### config.mk
export PLATFORM = sky130hd
export DESIGN_NAME = branch_predictor
export DESIGN_NICKNAME = d
export VERILOG_FILES = /design/src/rtl/bp_pkg.sv /design/src/rtl/bp_table.sv /design/src/rtl/branch_predictor.sv
export SDC_FILE = /design/constraint.sdc
export NUM_CORES = 2
export LEC_CHECK = 0
export CAP_MARGIN = 0
export CORE_UTILIZATION = 56
export DETAILED_ROUTE_END_ITERATION = 16
export PLACE_DENSITY = 0.76
export REMOVE_ABC_BUFFERS = 1
export SLEW_MARGIN = 20
export SYNTH_ARGS = -nofsm -noshare
export SYNTH_HDL_FRONTEND = slang
export SYNTH_SLANG_ARGS = --single-unit
### constraint.sdc
create_clock -name CLK -period 4.5 [get_ports CLK]
set_input_delay 0.9 -clock CLK [delete_from_list [all_inputs] [get_ports CLK]]
set_output_delay 0.9 -clock CLK [all_outputs]
set_load 0.05 [all_outputs]
### src/rtl/bp_pkg.sv
// Shared constants and helpers for the fetch-stage branch predictor.
package bp_pkg;

  // 2-bit saturating counter encodings
  localparam logic [1:0] SNT = 2'd0;
  localparam logic [1:0] WNT = 2'd1;
  localparam logic [1:0] WT  = 2'd2;
  localparam logic [1:0] ST  = 2'd3;

  // Byte distance to the sequential next instruction
  localparam int PC_STEP = 4;

  function automatic logic [1:0] sat_inc(input logic [1:0] c);
    return (c == ST) ? ST : c + 2'd1;
  endfunction

  function automatic logic [1:0] sat_dec(input logic [1:0] c);
    return (c == SNT) ? SNT : c - 2'd1;
  endfunction

  // Table index: word-address bits directly above the byte offset.
  // Widths are passed in so the caller can truncate to its own parameters.
  function automatic logic [31:0] pc_idx(input logic [31:0] pc, input int idx_w);
    return (pc >> 2) & ((32'd1 << idx_w) - 32'd1);
  endfunction

  // BTB tag: everything above the index
  function automatic logic [31:0] pc_tag(input logic [31:0] pc, input int idx_w);
    return pc >> (idx_w + 2);
  endfunction

endpackage

### src/rtl/bp_table.sv
// Direct-mapped counter + BTB storage: one async read port, one sync write
// port, sync reset that clears counters to weakly-not-taken and invalidates.
module bp_table
  import bp_pkg::*;
#(
  parameter int PC_W  = 13,
  parameter int IDX_W = 6,
  parameter int TAG_W = PC_W - 2 - IDX_W
) (
  input  logic             CLK,
  input  logic             RST,
  input  logic [IDX_W-1:0] ridx,
  output logic [1:0]       rctr,
  output logic             rvalid,
  output logic [TAG_W-1:0] rtag,
  output logic [PC_W-1:0]  rtarget,
  output logic             rjmp,
  input  logic             we,
  input  logic             wbtb,
  input  logic [IDX_W-1:0] widx,
  input  logic [1:0]       wctr,
  input  logic [TAG_W-1:0] wtag,
  input  logic [PC_W-1:0]  wtarget,
  input  logic             wjmp
);

  localparam int DEPTH = 1 << IDX_W;

  logic [1:0]       ctr    [DEPTH];
  logic [DEPTH-1:0] valid;
  logic [TAG_W-1:0] tag    [DEPTH];
  logic [PC_W-1:0]  target [DEPTH];
  logic [DEPTH-1:0] jmp;

  // Async read; a same-cycle write is not bypassed
  assign rctr    = ctr[ridx];
  assign rvalid  = valid[ridx];
  assign rtag    = tag[ridx];
  assign rtarget = target[ridx];
  assign rjmp    = jmp[ridx];

  // Counters and valid bits: reset-cleared, written on every update
  always_ff @(posedge CLK) begin
    if (RST) begin
      for (int i = 0; i < DEPTH; i++) ctr[i] <= WNT;
      valid <= '0;
    end else if (we) begin
      ctr[widx] <= wctr;
      if (wbtb) valid[widx] <= 1'b1;
    end
  end

  // BTB payload: no reset needed, guarded by valid
  always_ff @(posedge CLK) begin
    if (!RST && we && wbtb) begin
      tag[widx]    <= wtag;
      target[widx] <= wtarget;
      jmp[widx]    <= wjmp;
    end
  end

endmodule

### src/rtl/branch_predictor.sv
// Fetch-stage next-PC prediction plus execute-stage resolution, flush
// generation, table update and performance counters.
module branch_predictor
  import bp_pkg::*;
#(
  parameter int PC_W  = 13,
  parameter int IDX_W = 6,
  parameter int TAG_W = PC_W - 2 - IDX_W
) (
  input  logic            CLK,
  input  logic            RST,
  input  logic [PC_W-1:0] pcF,
  output logic [PC_W-1:0] predpcF,
  output logic [1:0]      stateF,
  input  logic [PC_W-1:0] pcD,
  input  logic            ctrlE,
  input  logic            jumpE,
  input  logic            takenE,
  input  logic [PC_W-1:0] pcE,
  input  logic [PC_W-1:0] targetE,
  input  logic [1:0]      stateE,
  output logic            fail_predictE,
  output logic [PC_W-1:0] nextpc,
  output logic [31:0]     branch_cnt,
  output logic [31:0]     miss_cnt
);

  logic [IDX_W-1:0] idxF, idxE;
  logic [TAG_W-1:0] tagF, tagE;
  logic [1:0]       rctr;
  logic             rvalid, rjmp, hit;
  logic [TAG_W-1:0] rtag;
  logic [PC_W-1:0]  rtarget;
  logic             squash_q, upd;

  assign idxF = IDX_W'(pc_idx(32'(pcF), IDX_W));
  assign tagF = TAG_W'(pc_tag(32'(pcF), IDX_W));
  assign idxE = IDX_W'(pc_idx(32'(pcE), IDX_W));
  assign tagE = TAG_W'(pc_tag(32'(pcE), IDX_W));

  bp_table #(.PC_W(PC_W), .IDX_W(IDX_W), .TAG_W(TAG_W)) u_table (
    .CLK     (CLK),
    .RST     (RST),
    .ridx    (idxF),
    .rctr    (rctr),
    .rvalid  (rvalid),
    .rtag    (rtag),
    .rtarget (rtarget),
    .rjmp    (rjmp),
    .we      (upd),
    .wbtb    (takenE),
    .widx    (idxE),
    .wctr    (takenE ? sat_inc(stateE) : sat_dec(stateE)),
    .wtag    (tagE),
    .wtarget (targetE),
    .wjmp    (jumpE)
  );

  // Lookup: redirect only on a tag hit that is a jump or predicted taken
  assign hit     = rvalid && (rtag == tagF);
  assign stateF  = rctr;
  assign predpcF = (hit && (rjmp || rctr[1])) ? rtarget : pcF + PC_W'(PC_STEP);

  // Resolution: the instruction in D is what we fetched after E; if it is
  // not the true successor, flush. The bubble following a flush is ignored.
  assign nextpc        = takenE ? targetE : pcE + PC_W'(PC_STEP);
  assign upd           = ctrlE && !squash_q && !RST;
  assign fail_predictE = upd && (nextpc != pcD);

  // Squash tracker and wrapping performance counters
  always_ff @(posedge CLK) begin
    if (RST) begin
      squash_q   <= 1'b0;
      branch_cnt <= '0;
      miss_cnt   <= '0;
    end else begin
      squash_q <= fail_predictE;
      if (upd)           branch_cnt <= branch_cnt + 32'd1;
      if (fail_predictE) miss_cnt   <= miss_cnt + 32'd1;
    end
  end

endmodule
# --- Yosys cells after proc, flatten, opt, wreduce, memory -nomap -nowiden ---
# Memories as Yosys holds them, arrays and structs flattened.
# Cells that the tools add are included.
# Widths: inputs -> output; s select.
word_totals:
  ff_bits: 193
  mem_bits_rw: 1280
  inputBits: 59
  output_inout_bits: 93
  word_cells: 57
  mem_count: 3
mem_list:
  columns: ["memory", "depth", "word_bits", "rd", "rd_ports_with_merged_regs", "write_ports", "line_no", "source"]
  rows:
  - ["u_table.target", 64, 13, 1, 0, 1, "bp_table.sv:32", "logic [PC_W-1:0] target [DEPTH];"]
  - ["u_table.tag", 64, 5, 1, 0, 1, "bp_table.sv:31", "logic [TAG_W-1:0] tag [DEPTH];"]
  - ["u_table.ctr", 64, 2, 1, 0, 64, "bp_table.sv:29", "logic [1:0] ctr [DEPTH];"]
classes:
  n_addsub: 6
  n_lt_le_gt_ge: 3
  n_eq_ne: 3
  mux: 22
  n_bitwise: 1
  reduce_logical: 14
ops:
  columns: ["op", "count"]
  rows:
  - ["$add 32x1->32 const B", 2]
  - ["$bwmux 64", 1]
  - ["$or 64x64->64", 1]
  - ["$add 13x3->13 const B", 2]
  - ["$mux 13", 2]
  - ["$lt 6x7->1 const B", 2]
  - ["$ne 13x13->1", 1]
  - ["$bmux 1 s6", 2]
  - ["$mux 1", 11]
  - ["$logic_and 1x1->1", 8]
  - ["$mux 2", 4]
  - ["$demux 1 s6", 1]
  - ["$ge 6x1->1 const B", 1]
  - ["$mux 6", 1]
  - ["$eq 5x5->1", 1]
  - ["$add 2x1->2 const B", 1]
  - ["$eq 2x2->1 const B", 1]
  - ["$logic_not 1->1", 2]
  - ["$logic_not 2->1", 1]
  - ["$reduce_and 2->1", 1]
  - ["$reduce_or 2->1", 1]
  - ["$sub 2x1->2 const B", 1]
  - ["$logic_or 1x1->1", 1]

# --- Logic depth before layout (Yosys ltp) ---
depth:
  depth_word: 8
  ltp_mapped: 14

# --- By module ---
# A second synthesis with hierarchy kept.
unflattened:
  cells_unflattened: 3281
  hier_area_um2: 59709.8
modules_own_cells:
  columns: ["mod", "n_inst", "cells_per_inst", "area_per_inst_um2", "seq_area_each_um2"]
  rows:
  - ["bp_table", 1, 2735, 55398.1, 41639.9]
  - ["branch_predictor", 1, 546, 4311.6, 1301.2]

# --- Worst setup path before layout ---
# Ideal clock, no wire load.
synth_timing:
  path_type: "input to output"
  start: "input pcF[3]"
  end: "output predpcF[2]"
  arrival_time_ps: 4340
  t_required_ps: 3600
  path_slack_ps: -740
  cell_stages: 14
  n_path_buf: 6
  cell_sequence: "buf_2 -> buf_2 -> buf_6 -> buf_2 -> buf_2 -> mux4_2 -> mux2i_1 -> mux2i_1 -> o22ai_1 -> xor2_1 -> a31oi_1 -> nor4b_4 -> buf_6 -> mux2i_1"
synth_between:
  elab_chain_len: 5
synth_lines:
  columns: ["item", "line_no", "source"]
  rows:
  - ["start: declaration", "branch_predictor.sv:12", "input logic [PC_W-1:0] pcF,"]
  - ["$mem_v2 64x5 (tied with other cells)", null, null]
  - ["$eq 5x5->1 (tied with other cells)", "branch_predictor.sv:60", "assign hit = rvalid && (rtag == tagF);"]
  - ["$logic_and 1x1->1 or $logic_or 1x1->1 (tied branches)", "branch_predictor.sv:60, branch_predictor.sv:62", null]
  - ["$logic_and 1x1->1", "branch_predictor.sv:62", "assign predpcF = (hit && (rjmp || rctr[1])) ? rtarget : pcF + PC_W'(PC_STEP);"]
  - ["$mux 13 (*)", "branch_predictor.sv:62", null]
  - ["end: declaration", "branch_predictor.sv:13", "output logic [PC_W-1:0] predpcF,"]
# Every way passes the cells marked *; elsewhere a longest branch is shown, timed or not. The select of a mux whose other input is x is not followed.

# --- Worst setup path after layout ---
layout_timing:
  start: "input pcF[2]"
  end: "output predpcF[4]"
# The elaborated chain is that of the path after synthesis.

==> flow_summary_export.csv <==
group,metric,value,unit
synth,syn_inst,3163,
synth,yosys_warnings,0,
place,place_inst,4795,
flow_run,maxCapViolCount,0,
synth,synthTopCellsByArea,"edfxtp_1 (68%), mux4_2 (16%), dfxtp_1 (4.3%)",
synth,avgSynthCellArea,18.79,um2
floorplanning,die_x,327.8,um
global_route,grtUsageTotal,31.98,%
clock_network,ctsHoldBuffers,0,
global_route,grt_pass1_wl,241.3,mm
worst_setup_path,cp_top_family,"buffers and inverters",
floorplanning,dieArea,0.1074,mm2
worst_setup_path,crit_arrival,4100,ps
clock_network,cts_buffers,147,
detailed_routing,drc_errors,0,
pwr,intPower,22.44,mW
worst_setup_path,critPathMaxStageDelay,410,ps
pwr,power_frac_comb,6.6,%
worst_setup_path,slowest_stage,"a221oi_4",
pwr,power.density,410.3,mW/mm2
floorplanning,ios,152,
place,dp_hpwl,96.48,mm
outcome,violations,"negative setup slack",
timing,final_hold_viol_count,0,
worst_setup_path,worst_setup_path_end_kind,"output pin",
synth,ys_seq_area_share,72.25,%
detailed_routing,firstDrtPassIters,8,
worst_setup_path,required,3600,ps
clock_network,clkTransAtPathRegs,50,ps
worst_setup_path,path_class,"input port to output pin",
timing,setup_viol,13,
floorplanning,core,0.1053,mm2
detailed_routing,vias,34410,
worst_setup_path,path_cells,"buf_16 > bufbuf_16 > buf_6 > and3b_2 > buf_4 > a22oi_1 > o2111ai_2 > a221oi_4 > a311oi_4 > buf_4 > and3_1 > nor4b_4 > buf_6 > buf_12 > mux2_4 > buf_12",
clock_network,clock-sinks,1473,
synth,yosysTopAreaCellShare,67.91,%
detailed_routing,drt_iter0_drc,5100,
clock_network,cts_tree,"built",
place,buffer_ports.inserted,151,
timing,fmax,0.1999,GHz
synth,synthDistinctLibCells,69,
synth,synth_area,0.05943,mm2
timing,drv_slew,0,
worst_setup_path,critPathMaxFanout,7,
pwr,seq_power_share,52.0,%
cells_and_area,syn_to_final_growth,17.96,%
timing,timing.final.ws_setup,-502.2,ps
timing,relSlewSlack,28.22,%
detailed_routing,via_per_inst,6.770,
timing,grt_setup_unrepaired,"yes",
synth,async_flop_share,0,%
floorplanning,die_height,327.8,um
floorplanning,rows,119,
cells_and_area,num-fill-cells,6489,
detailed_routing,ant_nets,0,
timing,period_share,111.2,%
timing,worst_slew_pin_slew,1077,ps
synth,synth_edf_count,1344,
global_route,grt-ovfl-total,0,
timing,skew,22.22,ps
worst_setup_path,crit_buf_inv,8,
detailed_routing,drt_wl_total,169.5,mm
worst_setup_path,cp-start-kind,"input port",
timing,min_period,5002,ps
global_route,grt_pass1_vias,35023,
pwr,switchingPower,6.323,mW
global_route,antenna_found_initial,8,
synth,synth_seq_cells,1473,
cells_and_area,fin_cells,5083,
floorplanning,start_util,56.46,%
cells_and_area,final_core_util,66.60,%
place,place_congestion,0.8674,
detailed_routing,wl_per_cell,33.35,um
clock_network,htreeDepth,4,
clock_network,clock_latency,780,ps
clock_network,root_buffer,"clkbuf_16",
pwr,vdd_ir_drop_max,0.3018,mV
clock_network,clk_path_buf_depth,3,
pwr,switching_share,21.99,%
pwr,pwr-share-clk,41.4,%
pwr,total_leakage_power,22.37,nW
global_route,grt_max_degree,83,
cells_and_area,layout-drive-gt1-share,32.55,%
hold_path,hold_class,"flip-flop to flip-flop",
synth,synth_flop_cell,"edfxtp_1",
cells_and_area,fin_nets,3628,
outcome,outcome,"complete, but fails checks",
synth,yosys.area.top_type,"edfxtp_1",
[what timing repair did]
action | CTS | global route
setup endpoints to repair | 15 | 14
resized for setup | 32 | 46
buffers inserted | 3 | 3
cloned | 4 | 2
pin swaps | 5 | 13
[logic make-up (layout without fill, tap and decap cells)]
group,Yosys count,count (layout),share of synthesized area (%)
flip-flops,1473,1473,72.25
AND/OR/NAND/NOR,761,761,6.154
multiplexers,485,485,17.13
buffers and inverters,229,753,1.863
AO/OA/AOI/OAI,149,149,1.596
XOR/XNOR,61,61,0.8989
adder cells (fa/ha/maj),5,5,0.1011
other,0,5,0
[cell usage after synthesis, types with 9 or more instances]
| cell | count |
|---|---|
| edfxtp_1 | 1344 |
| buf_4 | 20 |
| and2_1 | 12 |
| nand3_1 | 33 |
| mux2i_1 | 36 |
| or2_2 | 67 |
| mux2_2 | 20 |
| mux4_2 | 415 |
| buf_2 | 50 |
| or3_1 | 24 |
| a31oi_1 | 11 |
| o21ai_0 | 32 |
| nand2_1 | 138 |
| nand2b_1 | 9 |
| clkbuf_1 | 104 |
| dfxtp_1 | 129 |
| a22oi_1 | 14 |
| nor3_1 | 144 |
| buf_1 | 20 |
| xnor2_1 | 29 |
| nor2b_1 | 13 |
| inv_1 | 21 |
| a21oi_1 | 42 |
| o31ai_1 | 12 |
| nor2_1 | 246 |
| xor2_1 | 32 |
| and3_1 | 15 |
| nand4_1 | 23 |
| mux2_4 | 9 |
[flip-flops by register name (all words and copies together) (netlist names)]
register	count
u_table.valid	64
squash_q	1
branch_cnt	32
u_table.jmp	64
u_table.tag	320
u_table.ctr	128
u_table.target	832
miss_cnt	32
[metal layers]
layer	global-route usage [%]	wire length (um)	vias to the layer above
met4	14.93	8348	10
met2	51.67	82760	2662
met5	0	83	-
met3	7.687	19400	481
li1	-	-	13555
met1	41.32	58900	17702
[power groups by stage]
| stage | clock network [mW] | registers [mW] | logic (mW) |
|---|---|---|---|
| global route | 12.5 | 15.0 | 1.96 |
| finish | 11.9 | 15.0 | 1.89 |
| floorplan | 0 | 15.3 | 0.739 |
| global placement | 0 | 15.3 | 1.74 |
| CTS | 12.0 | 15.0 | 1.85 |
| detailed placement | 0 | 15.3 | 1.78 |
[worst paths after layout]
path                startpoint                end  slack [ps]  cells past startpoint
min reg2reg  u_table.valid[37]  u_table.valid[37]         470                      2
max reg2reg        miss_cnt[5]       miss_cnt[29]        1540                      8
max                     pcF[2]         predpcF[4]        -500                     16
min          u_table.valid[37]  u_table.valid[37]         470                      2
[layout make-up]
type	count	area, um2	area share, %
clock inverters	78	609.3	0.8692
diodes	5	12.51	0.01785
well taps	1391	1740	2.483
clock buffers	193	4041	5.765
multi-input cells	1461	16000	22.82
inverters	23	92.59	0.1321
flip-flops and latches	1473	42940	61.25
repair buffers	459	4669	6.661
[placed cells by master (no fill, tap or decap), types with 17 or more instances in the layout]
master,count
nor3_2,67
nor3_1,77
a21oi_1,41
clkinv_1,27
xor2_1,32
inv_1,21
or2_2,67
buf_12,61
mux4_2,416
xnor2_1,28
clkdlybuf4s50_1,98
clkbuf_1,32
clkbuf_16,155
o21ai_0,30
mux2i_1,30
mux2_2,17
buf_4,254
dfxtp_1,129
edfxtp_1,1344
nand4_1,23
nor2_1,245
clkinv_2,29
or3_1,24
buf_2,20
nand3_1,30
nand2_1,138
[tightest hold or removal path, cell delays in order (launching register included)]
cell and delay (ps):
dfxtp_1 320, nor2_1 50, nor2_1 60
[through the flow]
stage / setup WS (ps) / total power [mW] / area (um2) / setup TNS, ps / hold WS, ps
2_1_floorplan: -1336 / 16.00 / 58410 / -28260 / 431.6
3_3_place_gp: -712.8 / 16.99 / 64850 / -10400 / 444.5
3_5_place_dp: -704.4 / 17.04 / 64850 / -10720 / 455.9
4_1_cts: -486.1 / 28.79 / 69790 / -6131 / 452.8
5_1_grt: -543.3 / 29.37 / 70090 / -6981 / 490.8
6_report: -502.2 / 28.76 / 70100 / -6342 / 468.9
Power figures use the tool's default switching activity.
